`src/rtl/apb_cmd_master_if.sv`:
```
`default_nettype none
// +--------------------------------------------------------------------+
// | apb_cmd_master_if                                                  |
// | Command/response handshake plus APB requester signals.             |
// | Rev 1.0                                                            |
// +--------------------------------------------------------------------+
interface apb_cmd_master_if;
  logic        cmd_valid;
  logic        cmd_ready;
  logic        cmd_write;
  logic [11:2] cmd_addr;
  logic [31:0] cmd_wdata;

  logic        rsp_valid;
  logic        rsp_ready;
  logic [31:0] rsp_rdata;
  logic        rsp_err;
  logic        rsp_timeout;

  logic        PSEL;
  logic        PENABLE;
  logic        PWRITE;
  logic [11:2] PADDR;
  logic [31:0] PWDATA;
  logic [31:0] PRDATA;
  logic        PREADY;
  logic        PSLVERR;

  modport master (
    input  cmd_valid, cmd_write, cmd_addr, cmd_wdata, rsp_ready,
    input  PRDATA, PREADY, PSLVERR,
    output cmd_ready, rsp_valid, rsp_rdata, rsp_err, rsp_timeout,
    output PSEL, PENABLE, PWRITE, PADDR, PWDATA
  );

  modport slave (
    output cmd_valid, cmd_write, cmd_addr, cmd_wdata, rsp_ready,
    output PRDATA, PREADY, PSLVERR,
    input  cmd_ready, rsp_valid, rsp_rdata, rsp_err, rsp_timeout,
    input  PSEL, PENABLE, PWRITE, PADDR, PWDATA
  );
endinterface
`default_nettype wire

```
`src/rtl/apb_cmd_master.sv`:
```
`default_nettype none
// +--------------------------------------------------------------------+
// | apb_cmd_master                                                     |
// | Turns one command into one APB transfer with a wait-state timeout. |
// | Rev 1.0                                                            |
// +--------------------------------------------------------------------+
module apb_cmd_master #(
  parameter int unsigned TIMEOUT_CYCLES = 16
) (
  input wire                PCLK,
  input wire                PRESET,
  apb_cmd_master_if.master  bus
);

  typedef enum logic [1:0] {
    ST_IDLE   = 2'd0,
    ST_SETUP  = 2'd1,
    ST_ACCESS = 2'd2,
    ST_RESP   = 2'd3
  } state_t;

  localparam logic [7:0] c_WAIT_LAST = 8'(TIMEOUT_CYCLES - 1);

  state_t      r_state;
  logic [7:0]  r_wait_cnt;
  logic        r_cmd_ready;
  logic        r_psel;
  logic        r_penable;
  logic        r_pwrite;
  logic [11:2] r_paddr;
  logic [31:0] r_pwdata;
  logic        r_rsp_valid;
  logic [31:0] r_rsp_rdata;
  logic        r_rsp_err;
  logic        r_rsp_timeout;

  always_ff @(posedge PCLK) begin
    if (PRESET) begin
      r_state       <= ST_IDLE;
      r_wait_cnt    <= 8'd0;
      r_cmd_ready   <= 1'b0;
      r_psel        <= 1'b0;
      r_penable     <= 1'b0;
      r_pwrite      <= 1'b0;
      r_paddr       <= '0;
      r_pwdata      <= 32'd0;
      r_rsp_valid   <= 1'b0;
      r_rsp_rdata   <= 32'd0;
      r_rsp_err     <= 1'b0;
      r_rsp_timeout <= 1'b0;
    end else begin
      case (r_state)
        ST_IDLE: begin
          r_cmd_ready <= 1'b1;
          if (bus.cmd_valid && r_cmd_ready) begin
            r_state     <= ST_SETUP;
            r_cmd_ready <= 1'b0;
            r_psel      <= 1'b1;
            r_pwrite    <= bus.cmd_write;
            r_paddr     <= bus.cmd_addr;
            r_pwdata    <= bus.cmd_write ? bus.cmd_wdata : 32'd0;
          end
        end

        ST_SETUP: begin
          r_state    <= ST_ACCESS;
          r_penable  <= 1'b1;
          r_wait_cnt <= 8'd0;
        end

        ST_ACCESS: begin
          // PREADY is checked first so a completion on the timeout edge wins
          if (bus.PREADY || (r_wait_cnt == c_WAIT_LAST)) begin
            r_state       <= ST_RESP;
            r_psel        <= 1'b0;
            r_penable     <= 1'b0;
            r_pwrite      <= 1'b0;
            r_paddr       <= '0;
            r_pwdata      <= 32'd0;
            r_rsp_valid   <= 1'b1;
            r_rsp_err     <= bus.PREADY ? bus.PSLVERR : 1'b1;
            r_rsp_timeout <= !bus.PREADY;
            r_rsp_rdata   <= (bus.PREADY && !r_pwrite && !bus.PSLVERR) ? bus.PRDATA : 32'd0;
          end
          if (!bus.PREADY) begin
            r_wait_cnt <= r_wait_cnt + 8'd1;
          end
        end

        ST_RESP: begin
          if (bus.rsp_ready) begin
            r_state       <= ST_IDLE;
            r_cmd_ready   <= 1'b1;
            r_rsp_valid   <= 1'b0;
            r_rsp_rdata   <= 32'd0;
            r_rsp_err     <= 1'b0;
            r_rsp_timeout <= 1'b0;
          end
        end

        default: begin
          r_state <= ST_IDLE;
        end
      endcase
    end
  end

  assign bus.cmd_ready   = r_cmd_ready;
  assign bus.rsp_valid   = r_rsp_valid;
  assign bus.rsp_rdata   = r_rsp_rdata;
  assign bus.rsp_err     = r_rsp_err;
  assign bus.rsp_timeout = r_rsp_timeout;
  assign bus.PSEL        = r_psel;
  assign bus.PENABLE     = r_penable;
  assign bus.PWRITE      = r_pwrite;
  assign bus.PADDR       = r_paddr;
  assign bus.PWDATA      = r_pwdata;

endmodule
`default_nettype wire
```
`src/flat_wrapper.sv`:
```
// flat-port wrapper written by rule: the top's interface ports become plain ports
module apb_cmd_master_flat 
#(
  parameter int unsigned TIMEOUT_CYCLES = 16
)
  (PCLK, PRESET, bus_cmd_valid, bus_cmd_write, bus_cmd_addr, bus_cmd_wdata, bus_rsp_ready, bus_PRDATA, bus_PREADY, bus_PSLVERR, bus_cmd_ready, bus_rsp_valid, bus_rsp_rdata, bus_rsp_err, bus_rsp_timeout, bus_PSEL, bus_PENABLE, bus_PWRITE, bus_PADDR, bus_PWDATA);
  apb_cmd_master_if bus_i ();
  input wire PCLK;
  input wire PRESET;
  input wire logic [$bits(bus_i.cmd_valid)-1:0] bus_cmd_valid;
  input wire logic [$bits(bus_i.cmd_write)-1:0] bus_cmd_write;
  input wire logic [$bits(bus_i.cmd_addr)-1:0] bus_cmd_addr;
  input wire logic [$bits(bus_i.cmd_wdata)-1:0] bus_cmd_wdata;
  input wire logic [$bits(bus_i.rsp_ready)-1:0] bus_rsp_ready;
  input wire logic [$bits(bus_i.PRDATA)-1:0] bus_PRDATA;
  input wire logic [$bits(bus_i.PREADY)-1:0] bus_PREADY;
  input wire logic [$bits(bus_i.PSLVERR)-1:0] bus_PSLVERR;
  output wire logic [$bits(bus_i.cmd_ready)-1:0] bus_cmd_ready;
  output wire logic [$bits(bus_i.rsp_valid)-1:0] bus_rsp_valid;
  output wire logic [$bits(bus_i.rsp_rdata)-1:0] bus_rsp_rdata;
  output wire logic [$bits(bus_i.rsp_err)-1:0] bus_rsp_err;
  output wire logic [$bits(bus_i.rsp_timeout)-1:0] bus_rsp_timeout;
  output wire logic [$bits(bus_i.PSEL)-1:0] bus_PSEL;
  output wire logic [$bits(bus_i.PENABLE)-1:0] bus_PENABLE;
  output wire logic [$bits(bus_i.PWRITE)-1:0] bus_PWRITE;
  output wire logic [$bits(bus_i.PADDR)-1:0] bus_PADDR;
  output wire logic [$bits(bus_i.PWDATA)-1:0] bus_PWDATA;
  assign bus_i.cmd_valid = bus_cmd_valid;
  assign bus_i.cmd_write = bus_cmd_write;
  assign bus_i.cmd_addr = bus_cmd_addr;
  assign bus_i.cmd_wdata = bus_cmd_wdata;
  assign bus_i.rsp_ready = bus_rsp_ready;
  assign bus_i.PRDATA = bus_PRDATA;
  assign bus_i.PREADY = bus_PREADY;
  assign bus_i.PSLVERR = bus_PSLVERR;
  assign bus_cmd_ready = bus_i.cmd_ready;
  assign bus_rsp_valid = bus_i.rsp_valid;
  assign bus_rsp_rdata = bus_i.rsp_rdata;
  assign bus_rsp_err = bus_i.rsp_err;
  assign bus_rsp_timeout = bus_i.rsp_timeout;
  assign bus_PSEL = bus_i.PSEL;
  assign bus_PENABLE = bus_i.PENABLE;
  assign bus_PWRITE = bus_i.PWRITE;
  assign bus_PADDR = bus_i.PADDR;
  assign bus_PWDATA = bus_i.PWDATA;
  apb_cmd_master #(.TIMEOUT_CYCLES(TIMEOUT_CYCLES)) u_core (.PCLK(PCLK), .PRESET(PRESET), .bus(bus_i));
endmodule
```
`config.mk`:
```
export PLATFORM = sky130hd
export DESIGN_NAME = apb_cmd_master_flat
export DESIGN_NICKNAME = d
export VERILOG_FILES = /design/src/rtl/apb_cmd_master_if.sv /design/src/rtl/apb_cmd_master.sv /design/src/flat_wrapper.sv
export SDC_FILE = /design/constraint.sdc
export NUM_CORES = 1
export LEC_CHECK = 0
export ABC_AREA = 1
export BUFFER_PORTS_ARGS = -buffer_cell sky130_fd_sc_hd__buf_2
export CAP_MARGIN = 0
export CORE_MARGIN = 2
export CORE_UTILIZATION = 29
export DETAILED_ROUTE_END_ITERATION = 6
export GPL_TIMING_DRIVEN = 0
export SYNTH_ARGS = -nofsm -noshare
export SYNTH_HDL_FRONTEND = slang
export SYNTH_SLANG_ARGS = --single-unit
```
`constraint.sdc`:
```
create_clock -name PCLK -period 4.08 [get_ports PCLK]
set_input_delay 0 -clock PCLK [delete_from_list [all_inputs] [get_ports PCLK]]
set_output_delay 0 -clock PCLK [all_outputs]
set_load 0.1 [all_outputs]
```
==> flow_metrics.tcl <==
set metrics [dict create \
    status "finished, final reports clean" \
    path_buf_inv 4 \
    via_per_inst 4.498 \
    drt_first_iter_violations 175 \
    synth-seq-cells 91 \
    vias 4732 \
    setup_viol 0 \
    hold_path_class "in2reg" \
    power_switching_mw 3.187 \
    cts_inserted_buffers 9 \
    max_cap_viol_count 0 \
    syn_avg_cell_area_um2 6.647 \
    synthAdderAreaFrac_pct 1.480 \
    grt_setup_unrepaired "false" \
    die_h_um 124.7 \
    portBuffers 160 \
    finalPower_mw 5.556 \
    fp.dieW_um 124.7 \
    synthTopCellsByArea "dfxtp_1 (43%), nand2_1 (14%), nand3_1 (9.6%)" \
    diodes 0 \
    pwr-share-seq_pct 23.1 \
    grt_pass1_wl_um 21760 \
    num_io_pins 162 \
    period_share_pct 56.22 \
    crit_fanout 10 \
    cp.arrival_ps 2580 \
    tns_ps 0 \
    synth_top_cell_by_area "dfxtp_1" \
    cts_tree "yes" \
    track_usage_pct 17.41 \
    sw_frac_of_total_pct 57.36 \
    clockPowerShare_pct 15.2 \
    ys_seq_area_share_pct 43.09 \
    tightest_slew_ps 607.0 \
    synth.distinct_cells 22 \
    core_area_um2 14370 \
    fin_worst_skew_ps 5.522 \
    clkTransAtPathRegs_ps 60 \
    utilization_pct 42.62 \
    row_count 44 \
    slew_violations 0 \
    clk_latency_ps 340 \
    synth.area.mux_share_pct 0 \
    synth_nets 722 \
    internal_power_mw 2.369 \
    h-tree-depth 3 \
    drc 0 \
    synth-xor-area-share_pct 0 \
    fmax_mhz 436.0 \
    critical-path-top-delay-family "buffers and inverters" \
    cts_root_buf "clkbuf_16" \
    grt-ovfl-total 0 \
    route.antenna.remaining_nets 0 \
    initial_utilization_pct 29.42 \
    ys.warnings.count 0 \
    max_stage_delay_ps 550 \
    synth-compound-area-share_pct 11.13 \
    drt-total-wl_um 13590 \
    grt_pass1_vias 4400 \
    max-clock-path-buffers 2 \
    ir_drop_v 0.0005135 \
    first_pass_iters 4 \
    synth_top_area_share_pct 43.09 \
    syn_inst 636 \
    fin_crit_ps 2294 \
    die-area_um2 15560 \
    synth_top_family_by_area "simple AND/OR/NAND/NOR gates" \
    endpoint_kind "flop" \
    fin_nets 950 \
    drive_above_1_share_pct 23.85 \
    combPwrFrac_pct 61.7 \
    cp_slowest_cell "dlygate4sd3_1" \
    placed_cell_area_um2 5259 \
    cts_resized 0 \
    p_leak_nw 3.095 \
    timing_hold_violations_final 0 \
    critical_path_class "reg2reg" \
    place.gp.congestion 0.8102 \
    fill_cells 1565 \
    post_drt_wl_per_cell_um 12.92 \
    yosys.area_share.simple_pct 33.77 \
    antenna_found_initial 0 \
    place_hpwl_um 9612 \
    worst_setup_path_start_kind "flop" \
    worstPathRequired_ps 4370 \
    grt_max_degree 14 \
    area_delta_synth_final_pct 44.87 \
    cts.sinks 91 \
    finish.instance_area_um2 6125 \
    path_cells "inv_1 > ha_1 > nand2_1 > o21bai_1 > buf_4 > buf_2 > nand3_1 > a21oi_1 > dlygate4sd3_1" \
    powerDensity_nw_per_um2 907.2 \
    slew_headroom_pct 59.53 \
    syn_area_um2 4228 \
]
[synth_stat cells]
| master | number |
|---|---|
| a21oi_1 | 79 |
| a21oi_2 | 1 |
| a22oi_1 | 1 |
| a31oi_1 | 1 |
| and3_1 | 1 |
| buf_2 | 20 |
| buf_4 | 4 |
| buf_6 | 5 |
| clkbuf_1 | 14 |
| clkinv_1 | 2 |
| dfxtp_1 | 91 |
| ha_1 | 5 |
| inv_1 | 51 |
| inv_2 | 2 |
| nand2_1 | 160 |
| nand2_2 | 2 |
| nand3_1 | 81 |
| nor2_1 | 104 |
| nor3_1 | 1 |
| nor3b_1 | 1 |
| o21ai_0 | 9 |
| o21bai_1 | 1 |
[tightest hold or removal path, cell delays in order]
cell and delay, ps:
buf_2 80, nand2_1 40, nand3_1 70, nand2_1 50, nor2_1 70
[per-stage QoR]
step                setup WS [ps]  hold slack, ps  cells
floorplan                    2091           195.4    636
global placement             2220           329.0    980
detailed placement           2215           337.8    980
CTS                          1774          0.4996   1052
global route                 1617           28.93   1052
finish                       1786           12.94   1052
[layer usage]
layer  routed length (µm)  track usage [%]
met1                 6111            22.08
met2                 6508            28.74
met3                  651            3.565
met4                  319            7.336
met5                    0                0
[flip-flops by register name, summed over array words and instances (netlist names)]
signal,count
u_core.bus.cmd_ready,1
u_core.bus.PSEL,1
u_core.bus.rsp_valid,1
u_core.bus.rsp_err,1
u_core.r_wait_cnt,8
u_core.bus.PWRITE,1
u_core.bus.rsp_timeout,1
u_core.bus.PENABLE,1
u_core.bus.PADDR,10
u_core.bus.rsp_rdata,32
u_core.r_state,2
u_core.bus.PWDATA,32
[timing repair]
action	in CTS	in global routing
buffers inserted	0	0
hold buffers	57	0
endpoints found under the hold margin	56	0
setup endpoints to repair	0	0
[layout make-up]
type	count	area, µm²	area share [%]
multi-input cells	447	1961	32.01
flip-flops and latches	91	1822	29.74
well taps	184	230.2	3.759
plain buffers	43	239.0	3.902
clock inverters	2	35.03	0.5720
repair buffers	217	1371	22.39
inverters	55	206.4	3.371
clock buffers	13	260.3	4.249
[power groups by stage]
stage	sequential [mW]	clock (mW)	combinational, mW
floorplan	3.03	0	1.08
global placement	1.30	0	3.38
detailed placement	1.30	0	3.39
CTS	1.28	0.873	3.44
global route	1.32	0.913	3.67
finish	1.28	0.846	3.43
[kinds of logic after synthesis]
logic type	Yosys count
buffers and inverters	98
and+or+nand+nor	350
DFF	91
adders and majority gates	5
AOI/OAI and AO/OA	92
[final timing paths]
| check | depth (start not counted) | slack (ps) | start | endpoint |
|---|---|---|---|---|
| setup / recovery | 9 | 1790 | u_core.r_state[0] | u_core.bus.rsp_timeout |
| hold / removal | 5 | 10 | bus_cmd_addr[0] | u_core.bus.PADDR[2] |
| setup reg to reg | 9 | 1790 | u_core.r_state[0] | u_core.bus.rsp_timeout |
| hold reg to reg | 2 | 460 | u_core.bus.rsp_rdata[7] | u_core.bus.rsp_rdata[7] |
[layout by cell type (no fill, tap or decap)]
cell type        n
nand2_2          2
dlygate4sd3_1   57
buf_4            4
nand2_1        160
inv_1           51
inv_2            2
ha_1             5
o21bai_1         1
nand3_1         81
a31oi_1          1
dfxtp_1         91
clkinv_1         2
nor3b_1          1
clkbuf_8         2
a22oi_1          1
a21oi_1         79
bufinv_16        1
nor3_1           1
clkbuf_1        16
clkinv_2         1
o21ai_0          9
and3_1           1
nor2_1         104
a21oi_2          1
clkbuf_16        9
buf_6            5
buf_2          180
(Power assumes the default switching activity.)
